--- config.mk ---
export PLATFORM = sky130hd
export DESIGN_NAME = serial_adder_ctrl
export DESIGN_NICKNAME = d
export VERILOG_FILES = /design/src/rtl/serial_adder_pkg.sv /design/src/rtl/bit_full_adder.sv /design/src/rtl/serial_adder_ctrl.sv
export SDC_FILE = /design/constraint.sdc
export NUM_CORES = 1
export LEC_CHECK = 0
export CAP_MARGIN = 40
export CORE_AREA = 2 2 60 62
export DETAILED_ROUTE_END_ITERATION = 8
export DIE_AREA = 0 0 62 64
export PLACE_DENSITY_LB_ADDON = 0.12
export SYNTH_ARGS = -nofsm -noshare
export SYNTH_HDL_FRONTEND = slang
export SYNTH_SLANG_ARGS = --single-unit
--- constraint.sdc ---
create_clock -name clk -period 2.35 [get_ports clk]
set_input_delay 0.5875 -clock clk [delete_from_list [all_inputs] [get_ports clk]]
set_output_delay 0.5875 -clock clk [all_outputs]
set_load 0.01 [all_outputs]
--- src/rtl/serial_adder_pkg.sv ---
// rtl/serial_adder_pkg.sv - shared FSM encoding and WIDTH limits for serial_adder_ctrl
package serial_adder_pkg;

  // Legal operand widths for serial_adder_ctrl
  localparam int WIDTH_MIN = 2;
  localparam int WIDTH_MAX = 32;

  // Controller state encoding
  typedef enum logic [1:0] {
    IDLE = 2'd0,
    RUN  = 2'd1,
    DONE = 2'd2
  } state_t;

endpackage

--- src/rtl/bit_full_adder.sv ---
// rtl/bit_full_adder.sv - combinational 1-bit full adder from two half-adder stages and an OR
module bit_full_adder (
  input  logic a,
  input  logic b,
  input  logic cin,
  output logic s,
  output logic cout
);

  logic w_s1;
  logic w_c1;
  logic w_c2;

  // First half adder combines the operand bits
  assign w_s1 = a ^ b;
  assign w_c1 = a & b;

  // Second half adder folds in the incoming carry
  assign s    = w_s1 ^ cin;
  assign w_c2 = w_s1 & cin;

  // Either half-adder stage can generate the carry-out
  assign cout = w_c1 | w_c2;

endmodule

--- src/rtl/serial_adder_ctrl.sv ---
// rtl/serial_adder_ctrl.sv - bit-serial adder controller; define SERIAL_ADDER_SUB_EN to add the Sub port
module serial_adder_ctrl
  import serial_adder_pkg::*;
#(
  parameter int WIDTH = 8
) (
  input  logic             clk,
  input  logic             rst,
  input  logic             Start,
`ifdef SERIAL_ADDER_SUB_EN
  input  logic             Sub,
`endif
  input  logic [WIDTH-1:0] A,
  input  logic [WIDTH-1:0] B,
  output logic [WIDTH-1:0] Sum,
  output logic             Carry,
  output logic             Busy,
  output logic             Done
);

  localparam int             CW   = $clog2(WIDTH) + 1;
  localparam logic [CW-1:0]  LAST = CW'(WIDTH - 1);

  if (WIDTH < WIDTH_MIN || WIDTH > WIDTH_MAX) begin : g_bad_width
    $error("serial_adder_ctrl: WIDTH out of range");
  end

  state_t           r_state;
  logic [WIDTH-1:0] r_a;
  logic [WIDTH-1:0] r_b;
  logic [WIDTH-1:0] r_res;
  logic [CW-1:0]    r_cnt;
  logic             r_c;

  logic             w_b_in;
  logic             w_c_init;
  logic             w_s;
  logic             w_cout;

`ifdef SERIAL_ADDER_SUB_EN
  logic             r_sub;

  // Subtraction feeds inverted B bits and starts with carry set (two's complement)
  assign w_b_in   = r_b[0] ^ r_sub;
  assign w_c_init = Sub;
`else
  assign w_b_in   = r_b[0];
  assign w_c_init = 1'b0;
`endif

  bit_full_adder u_fa (
    .a    (r_a[0]),
    .b    (w_b_in),
    .cin  (r_c),
    .s    (w_s),
    .cout (w_cout)
  );

`ifdef SERIAL_ADDER_SUB_EN
  // Capture the operation select with the operands; held for the whole run
  always_ff @(posedge clk) begin
    if (rst) begin
      r_sub <= 1'b0;
    end else if (r_state == IDLE && Start) begin
      r_sub <= Sub;
    end
  end
`endif

  // Controller FSM: load on Start, one bit per RUN cycle, publish result on leaving DONE
  always_ff @(posedge clk) begin
    if (rst) begin
      r_state <= IDLE;
      r_a     <= '0;
      r_b     <= '0;
      r_res   <= '0;
      r_cnt   <= '0;
      r_c     <= 1'b0;
      Sum     <= '0;
      Carry   <= 1'b0;
      Busy    <= 1'b0;
      Done    <= 1'b0;
    end else begin
      Done <= 1'b0;
      case (r_state)
        IDLE: begin
          if (Start) begin
            r_a     <= A;
            r_b     <= B;
            r_res   <= '0;
            r_cnt   <= '0;
            r_c     <= w_c_init;
            Busy    <= 1'b1;
            r_state <= RUN;
          end
        end
        RUN: begin
          r_a   <= r_a >> 1;
          r_b   <= r_b >> 1;
          r_res <= {w_s, r_res[WIDTH-1:1]};
          r_c   <= w_cout;
          r_cnt <= r_cnt + CW'(1);
          if (r_cnt == LAST) begin
            r_state <= DONE;
          end
        end
        DONE: begin
          Sum     <= r_res;
          Carry   <= r_c;
          Done    <= 1'b1;
          Busy    <= 1'b0;
          r_state <= IDLE;
        end
        default: begin
          Busy    <= 1'b0;
          r_state <= IDLE;
        end
      endcase
    end
  end

endmodule
==> flow_metrics.env <==
export IMPL_cts_made_buffers=5
export IMPL_cts_buffer_depth=2
export IMPL_combPwrFrac_pct=12.4
export IMPL_worst_setup_path_type="flop to output pin"
export IMPL_rows=21
export IMPL_gp_congestion=0.787
export IMPL_critical_path_required_ps=1760
export IMPL_layout_drive_gt1_share_pct=8.42
export IMPL_antenna_cells=0
export IMPL_synth_seq_cells=42
export IMPL_crit_arrival_ps=1240
export IMPL_grtUsageMet3_pct=6.68
export IMPL_max_cap_viol_count=0
export IMPL_finalSetupTns_ps=0
export IMPL_p_seq_share_pct=61.9
export IMPL_pin_count=30
export IMPL_syn_to_final_growth_pct=21.7
export IMPL_worstMarginPinSlew_ps=673
export IMPL_antenna_found_initial=0
export IMPL_layout_nets=223
export IMPL_synth_nets=195
export IMPL_track_usage_pct=18.9
export IMPL_fmax_mhz=548
export IMPL_grt_start_max_net_pins=21
export IMPL_routedWlPerCell_um=13.0
export IMPL_syn_inst=174
export IMPL_hpwl_mm=2.40
export IMPL_slowest_stage="clkdlybuf4s50_1"
export IMPL_path_buf_inv=1
export IMPL_cts_setup_buffers=0
export IMPL_final_cell_mix="42 x dfxtp_1, 29 x clkdlybuf4s50_1, 25 x nand2_1, 19 x nor2_1, 14 x a22o_1"
export IMPL_final_common_cell="dfxtp_1"
export IMPL_start_kind="flop"
export IMPL_synth_warnings=0
export IMPL_finalPower_uw=1260
export IMPL_hold_viol=0
export IMPL_wl_mm=3.23
export IMPL_cts_tree="yes"
export IMPL_final_setup_viol_count=0
export IMPL_status="complete, no violations"
export IMPL_r2r_slack_ps=610
export IMPL_yosys_area_top_type="dfxtp_1"
export IMPL_htree_levels=2
export IMPL_grtUsageMet2_pct=31.0
export IMPL_cp_num_cells=1
export IMPL_syn_avg_cell_area_um2=9.46
export IMPL_power_leakage_uw=0.000736
export IMPL_dieWidth_um=62
export IMPL_synthesis_area_mm2=0.00165
export IMPL_crit_start="Sum[7]"
export IMPL_timing_rr_end="r_cnt[3]"
export IMPL_endpoint="Sum[7]"
export IMPL_slew_viol_final=0
export IMPL_grt_pass1_wl_mm=5.61
export IMPL_drc_errors=0
export IMPL_netlist_area_leader_share_pct=51.1
export IMPL_critical_path_max_fanout=2
export IMPL_final_setup_worst_slack_ps=525
export IMPL_crit_family="buffers and inverters"
export IMPL_slew_headroom_pct=55.0
export IMPL_holdCritStartpoint="Sum[2]"
export IMPL_power_density_mw_per_mm2=628
export IMPL_drtIter0Drc=55
export IMPL_cts_root_buf="clkbuf_4"
export IMPL_hold_class="flop to flop"
export IMPL_port_buffers=29
export IMPL_cts_resized=0
export IMPL_cts_hold_buf=0
export IMPL_utilization_pct=61.0
export IMPL_max_stage_delay_ps=540
export IMPL_end_kind="output pin"
export IMPL_post_route_period_util_pct=77.7
export IMPL_clkPwrFrac_pct=25.7
export IMPL_pre_cts_slack_ps=415
export IMPL_path_clk_slew_ps=110
export IMPL_firstDrtPassIters=4
export IMPL_post_route_min_period_ps=1820
export IMPL_core_area_mm2=0.00328
export IMPL_vias=1301
export IMPL_met1_usage_pct=23.1
export IMPL_overflow=0
export IMPL_rsz0062_at_grt="false"
export IMPL_reg2reg_depth=3
export IMPL_fin_skew_ps=6.82
export IMPL_fill_cells=306
export IMPL_clock_sinks=42
export IMPL_power_share_switching_pct=25.3
export IMPL_worstSkewPairLatency_ps=340
export IMPL_crit_path_cell_trace="clkdlybuf4s50_1"
export IMPL_seq_area_frac_synth_pct=51.1
export IMPL_viasPerCell=5.25
export IMPL_synthTopCellsByArea="dfxtp_1 51%, a22o_1 7.4%, nand2_1 5.7%"
export IMPL_grt_pass1_vias=1261
export IMPL_dieArea_mm2=0.00397
export IMPL_r2r_start="r_state[0]"
export IMPL_ir_drop_uv=369
export IMPL_p_switching_uw=319
export IMPL_grt_busiest_layer="met2"
export IMPL_initial_utilization_pct=50.1
export IMPL_design_area_mm2=0.00200
export IMPL_ant_nets=0
export IMPL_yosys_cell_types_count=30
export IMPL_die_h_um=64
export IMPL_place_area_mm2=0.00196
export IMPL_p_int_uw=940
## metrics by stage
| step | cells | hold slack [ps] |
|---|---|---|
| 2_1_floorplan | 174 | 432 |
| 3_3_place_gp | 241 | 445 |
| 3_5_place_dp | 241 | 445 |
| 4_1_cts | 248 | 462 |
| 5_1_grt | 248 | 476 |
| 6_report | 248 | 459 |
## area by class of cell
type | count | area, um^2 | area share (%)
sequential | 42 | 841 | 41.9
multi-input combinational | 117 | 723 | 36.1
timing repair buffer | 34 | 328 | 16.4
inverter | 2 | 7.51 | 0.375
tap | 46 | 57.6 | 2.87
clock inverter | 2 | 10.0 | 0.499
clock buffer | 5 | 37.5 | 1.87
## worst min path at each step
stage                   to  slack (ps)  depth (start not counted)
finish              Sum[2]         460                          2
global route        Sum[2]         480                          2
CTS                 Sum[2]         460                          2
detailed placement  Sum[2]         450                          2
global placement    Sum[0]         440                          2
floorplan           Sum[0]         430                          2
## cell usage after synthesis
| library cell | number |
|---|---|
| o22ai_1 | 4 |
| clkinv_1 | 1 |
| dfxtp_1 | 42 |
| and2_1 | 2 |
| nor2_4 | 1 |
| a211oi_1 | 10 |
| a21o_1 | 1 |
| nor3_2 | 1 |
| inv_2 | 1 |
| nand3_1 | 2 |
| o21ba_2 | 1 |
| buf_2 | 6 |
| fa_1 | 1 |
| a31oi_1 | 1 |
| nand2b_1 | 3 |
| nor2_1 | 19 |
| nor2b_1 | 2 |
| clkbuf_1 | 2 |
| ha_1 | 1 |
| or4_1 | 1 |
| nand2_1 | 25 |
| nor3b_1 | 3 |
| a221o_1 | 2 |
| o21bai_1 | 1 |
| a22o_1 | 14 |
| buf_4 | 5 |
| o2bb2ai_1 | 6 |
| a21oi_1 | 11 |
| nor3b_4 | 1 |
| o21ai_0 | 4 |
## state kept, by name, indices dropped and copies added (netlist names)
register,cells
r_res,8
r_a,8
Busy,1
r_b,8
Done,1
r_cnt,4
Carry,1
r_state,2
Sum,8
r_c,1
## cells by family after synthesis
group	after synthesis	synth area share (%)
compound gates	55	24.4
fa+ha+maj	2	1.98
buf+inv	15	5.02
flops	42	51.1
simple gates	60	17.6
## routing by layer
layer / part of all wire, % / vias up
met5: 0 / -
met4: 1.4 / 0
met3: 4.2 / 6
met2: 48 / 28
met1: 46 / 593
li1: - / 674
## power groups by stage
stage / registers (uW) / clock network, uW / logic [uW]
2_1_floorplan: 780 / 0 / 113
3_3_place_gp: 794 / 0 / 153
3_5_place_dp: 795 / 0 / 157
4_1_cts: 779 / 334 / 158
5_1_grt: 785 / 371 / 175
6_report: 780 / 323 / 156
## tightest hold or removal path, cell delays in order (launching register included)
cell	delay (ps)
dfxtp_1	330
nand2_1	50
a21oi_1	50
Power figures use the tool's default switching activity.
